===== config.mk =====
export PLATFORM = sky130hd
export DESIGN_NAME = cond_logic
export DESIGN_NICKNAME = d
export VERILOG_FILES = /design/src/rtl/cond_logic.sv
export SDC_FILE = /design/constraint.sdc
export NUM_CORES = 1
export LEC_CHECK = 0
export CAP_MARGIN = 5
export CORE_AREA = 2 2 47 49
export DETAILED_ROUTE_END_ITERATION = 10
export DIE_AREA = 0 0 49 51
export PLACE_DENSITY = 0.8
export SLEW_MARGIN = 20
export SYNTH_ARGS = -nofsm -noshare
export SYNTH_HDL_FRONTEND = slang
export SYNTH_SLANG_ARGS = --single-unit

===== constraint.sdc =====
create_clock -name clk -period 4.1 [get_ports clk]
set_input_delay 0.82 -clock clk [delete_from_list [all_inputs] [get_ports clk]]
set_output_delay 0.82 -clock clk [all_outputs]
set_load 0.1 [all_outputs]

===== src/rtl/cond_logic.sv =====
// ARM condition/flag stage: holds NZCV, evaluates Cond, gates write strobes.
// Define COND_COUNTERS_EN to build the saturating executed/squashed counters.
module cond_logic (
    input  logic        clk,
    input  logic        reset,
    input  logic        Valid,
    input  logic [3:0]  Cond,
    input  logic [3:0]  ALUFlags,
    input  logic [1:0]  FlagW,
    input  logic        PCS,
    input  logic        RegW,
    input  logic        MemW,
    input  logic        NoWrite,
    output logic        PCSrc,
    output logic        RegWrite,
    output logic        MemWrite,
    output logic        CondEx,
    output logic [3:0]  Flags,
    output logic [15:0] ExecCount,
    output logic [15:0] SquashCount
);

    localparam int unsigned FLAG_W = 4;
    localparam int unsigned CNT_W  = 16;

    logic [FLAG_W-1:0] flags_q, flags_d;
    logic              n_f, z_f, c_f, v_f;
    logic              cond_ex;

    assign {n_f, z_f, c_f, v_f} = flags_q;

    // Condition check always uses the stored flags, never same-cycle ALUFlags
    always_comb begin
        cond_ex = 1'b0;
        unique case (Cond)
            4'b0000: cond_ex = z_f;
            4'b0001: cond_ex = ~z_f;
            4'b0010: cond_ex = c_f;
            4'b0011: cond_ex = ~c_f;
            4'b0100: cond_ex = n_f;
            4'b0101: cond_ex = ~n_f;
            4'b0110: cond_ex = v_f;
            4'b0111: cond_ex = ~v_f;
            4'b1000: cond_ex = c_f & ~z_f;
            4'b1001: cond_ex = ~c_f | z_f;
            4'b1010: cond_ex = (n_f == v_f);
            4'b1011: cond_ex = (n_f != v_f);
            4'b1100: cond_ex = ~z_f & (n_f == v_f);
            4'b1101: cond_ex = z_f | (n_f != v_f);
            4'b1110: cond_ex = 1'b1;
            4'b1111: cond_ex = 1'b0;
            default: cond_ex = 1'b0;
        endcase
    end

    assign CondEx   = cond_ex;
    assign PCSrc    = PCS & cond_ex & Valid;
    assign RegWrite = RegW & ~NoWrite & cond_ex & Valid;
    assign MemWrite = MemW & cond_ex & Valid;
    assign Flags    = flags_q;

    // NZ and CV halves load independently; squashed instructions never touch flags
    always_comb begin
        flags_d = flags_q;
        if (Valid && cond_ex) begin
            if (FlagW[1]) flags_d[3:2] = ALUFlags[3:2];
            if (FlagW[0]) flags_d[1:0] = ALUFlags[1:0];
        end
    end

    always_ff @(posedge clk) begin
        if (reset) flags_q <= '0;
        else       flags_q <= flags_d;
    end

`ifdef COND_COUNTERS_EN
    logic [CNT_W-1:0] exec_q, exec_d;
    logic [CNT_W-1:0] squash_q, squash_d;

    // Saturating debug counters
    always_comb begin
        exec_d   = exec_q;
        squash_d = squash_q;
        if (Valid && cond_ex && (exec_q != {CNT_W{1'b1}}))
            exec_d = exec_q + CNT_W'(1);
        if (Valid && !cond_ex && (squash_q != {CNT_W{1'b1}}))
            squash_d = squash_q + CNT_W'(1);
    end

    always_ff @(posedge clk) begin
        if (reset) begin
            exec_q   <= '0;
            squash_q <= '0;
        end else begin
            exec_q   <= exec_d;
            squash_q <= squash_d;
        end
    end

    assign ExecCount   = exec_q;
    assign SquashCount = squash_q;
`else
    assign ExecCount   = 16'h0000;
    assign SquashCount = 16'h0000;
`endif

endmodule


==> results.txt <==
----------------------------------------------------
[Timing]
  Final Max Slew Viols ... 0
  Transition at the pin with the smallest max-transition slack ... 0.978 ns
  Maximum achievable frequency ... 290 MHz
  Hold WS ... 0.504 ns
  Headroom to the max-slew limit ... 0.346
  Final setup viols ... 0
  Worst setup skew after layout ... 0.00370 ns
  Final hold violation count ... 0
  Share of the clock period used by the worst path ... 0.842
  Final worst path period need ... 3.45 ns
  RSZ-0062 raised after global routing ... no
  Setup total negative slack ... 0 ns

[Hold path]
  Kind of path behind the tightest hold check ... reg -> reg

[Clock network]
  TritonCTS clock tree ... built
  Bufs on Longest Clock Path ... 2
  Number of gates resized after CTS ... 0
  Total CTS buffers ... 3
  Root buffer cell ... sky130_fd_sc_hd__clkbuf_4
  Total setup buffers inserted after CTS ... 0
  Clk Latency, worst-skew pair ... between 0.2 and 0.25 ns
  Number of hold-repair buffers added at the cts stage ... 0
  CTS sink count ... 4
  CTS H-tree depth ... 1
  Clock input transition at the sequential cells of the worst setup and hold paths ... 0.04 ns

[GRT]
  Largest net degree at the start of global routing ... 9
  Initial antenna violation count ... 0
  Global route total overflow ... 0
  Wire length of the first global-routing pass ... roughly 1700 um
  Total global-route track usage ... 0.0914
  Vias in the first global route ... 398

[Final layout]
  Share of cells above drive strength 1 ... 0.0938
  Final #Nets ... approximately 120
  Largest register FFs ... 4
  Diode count ... 0
  Post-Layout Inst Area ... ~810 um^2
  Fill count ... 214
  Finished Layout Cells ... 124
  Area overhead of the layout relative to synthesis ... 38.8%

[Critical path]
  Capturing instance or port of the critical path ... RegWrite
  Path type of the worst setup path ... in -> out
  Arrival time of the worst setup path ... between 2 and 3 ns
  Required time of the critical path ... 3.28 ns
  Setup slack of the most critical reg-to-reg path ... 2.48 ns
  Slowest cell on the critical path ... sky130_fd_sc_hd__clkdlybuf4s50_1
  Critical path buffer and inverter count ... 2
  Crit-path cells ... clkdlybuf4s50_1, nor3_1, a211oi_1, o211ai_2, xnor2_4, and4b_1, buf_12
  Worst path max stage delay ... 0.57 ns
  R2r worst-path depth ... 5
  Launching element type of the critical path ... input pin
  Worst reg2reg startpoint ... Flags[2]
  Gate family responsible for the most delay along the worst path ... buffers and inverters
  Kind of capture point of the worst setup path ... primary output
  Stages on the worst setup path ... 7
  Endpoint of the worst register-to-register path ... Flags[3]
  Crit. Startpoint ... Cond[3]
  Largest fanout on the critical path ... 6

[Synthesis]
  Count of synthesis-stage warnings from yosys ... 0
  Area share of the largest cell type after synthesis ... 0.414
  Seq/Total Area, Yosys ... 0.138
  Netlist area before placement ... 581 um^2
  Synthesized area per cell ... 8.29 um^2
  Largest cells by area after synthesis ... sky130_fd_sc_hd__buf_4, sky130_fd_sc_hd__dfxtp_1, sky130_fd_sc_hd__mux2i_1
  Post-Synthesis Cells ... 70
  Cell taking the most area after synthesis ... sky130_fd_sc_hd__buf_4
  Number of distinct library cells after synthesis ... 18
  Flip-flop and latch count after synthesis ... 4

[Detailed routing]
  Met2 WL post-DR ... 525 um
  Residual DRC ... 0
  Via count ... 462
  Router iterations before antenna repair ... 2
  Top routing layer in use ... met3
  Mean number of vias per cell ... 3.73
  Routed metal-1 wire length ... 391 um
  Routed length per instance ... 8.58 um
  Metal3 WL ... roughly 150 um
  Post-Route WL ... 1060 um
  Count of routing violations after the opening detailed-route iteration ... 2
  Remaining antenna violation count ... 0

[Floorplanning]
  Floorplan core area ... 2060 um^2
  Initial standard-cell utilization of the core ... 0.281
  Die width ... 49 um
  Die area ... about 2500 um^2
  Die Span Y ... 51 um
  Number of rows in the core area ... 17
  Boundary pin count ... 57

[Pwr]
  Largest vdd supply drop ... 0.000190 V
  Power density over the cells ... 412 nW/um^2
  Leakage power ... 0.364 nW

[Placed design]
  Placed instance area ... 783 um^2
  Dpl hpwl ... 929 um
  Final estimated routing congestion in global placement ... around 0.56
  Count of buffers from port buffering ... 24
  # placed instances ... approximately 120

[Outcome]
  Outcome ... finished clean

[Job]
  Reported max-cap violation count ... 0

----------------------------------------------------
==> worst min-delay path, delay by kind of cell, from the launching register on <==
kind             cells  cell delay [ns]
multiplexers         1             0.06
flip-flops           1             0.32
AND/OR/NAND/NOR      1             0.07
==> synthesized netlist by cell type <==
library cell and count:
sky130_fd_sc_hd__a211oi_1 1, sky130_fd_sc_hd__nand2b_1 8, sky130_fd_sc_hd__o211ai_2 1, sky130_fd_sc_hd__nand3b_1 2, sky130_fd_sc_hd__xnor2_2 1, sky130_fd_sc_hd__nor2_1 1, sky130_fd_sc_hd__nor3b_1 1, sky130_fd_sc_hd__dfxtp_1 4
sky130_fd_sc_hd__a21oi_1 1, sky130_fd_sc_hd__buf_4 32, sky130_fd_sc_hd__nor4bb_1 1, sky130_fd_sc_hd__xor2_1 3, sky130_fd_sc_hd__nand3_1 3, sky130_fd_sc_hd__and3_1 2, sky130_fd_sc_hd__conb_1 1, sky130_fd_sc_hd__and4b_1 1
sky130_fd_sc_hd__nor3_1 1, sky130_fd_sc_hd__mux2i_1 6
==> cells in the final DEF (no fill, tap or decap), drive strengths merged, types with 2 or more instances in the layout <==
cell	instances
nand3	3
nand3b	2
clkbuf	3
xor2	3
nand2b	8
clkdlybuf4s50	20
dfxtp	4
mux2i	6
and3	2
conb	32
buf	4
==> layout make-up <==
class / count / area, um^2 / area share
clock buffer: 3 / 22.5 / 0.0280
multi-input combinational: 65 / 388 / 0.481
sequential: 4 / 80.1 / 0.0994
tap: 28 / 35.0 / 0.0435
timing repair buffer: 24 / 280 / 0.348
==> layer usage <==
metal	GRT usage	up-vias
met5	0	-
met4	0	0
met3	0.0702	0
met2	0.167	37
met1	0.0866	201
li1	-	224
==> kinds of logic after synthesis <==
group,share of synthesized area
compound gates,0.0431
xor+xnor,0.0733
buf+inv,0.414
flops,0.138
mux,0.103
other cells,0.00646
simple gates,0.222
==> how the worst min path moves through the flow <==
stage / from / end / slack (ns) / cells after the start
floorplan: Flags[1] / Flags[1] / 0.93 / 2
global placement: Flags[1] / Flags[1] / 0.50 / 2
detailed placement: Flags[1] / Flags[1] / 0.50 / 2
CTS: Flags[1] / Flags[1] / 0.51 / 2
global route: Flags[2] / Flags[2] / 0.53 / 2
finish: Flags[1] / Flags[1] / 0.50 / 2
==> power breakdown <==
group,internal [mW],total (mW),switching [mW]
clock,0.0329,0.0510,0.0181
sequential,0.0411,0.0434,0.00231
combinational,0.0459,0.237,0.191
total,0.120,0.332,0.212
==> stage by stage <==
stage	total power [mW]	utilization	setup slack, ns
3_5_place_dp	0.281	0.380	0.632
2_1_floorplan	0.261	-	0.0908
6_report	0.332	0.391	0.648
4_1_cts	0.333	0.391	0.633
3_3_place_gp	0.280	0.380	0.666
5_1_grt	0.342	0.391	0.528
(Power assumes the default switching activity.)
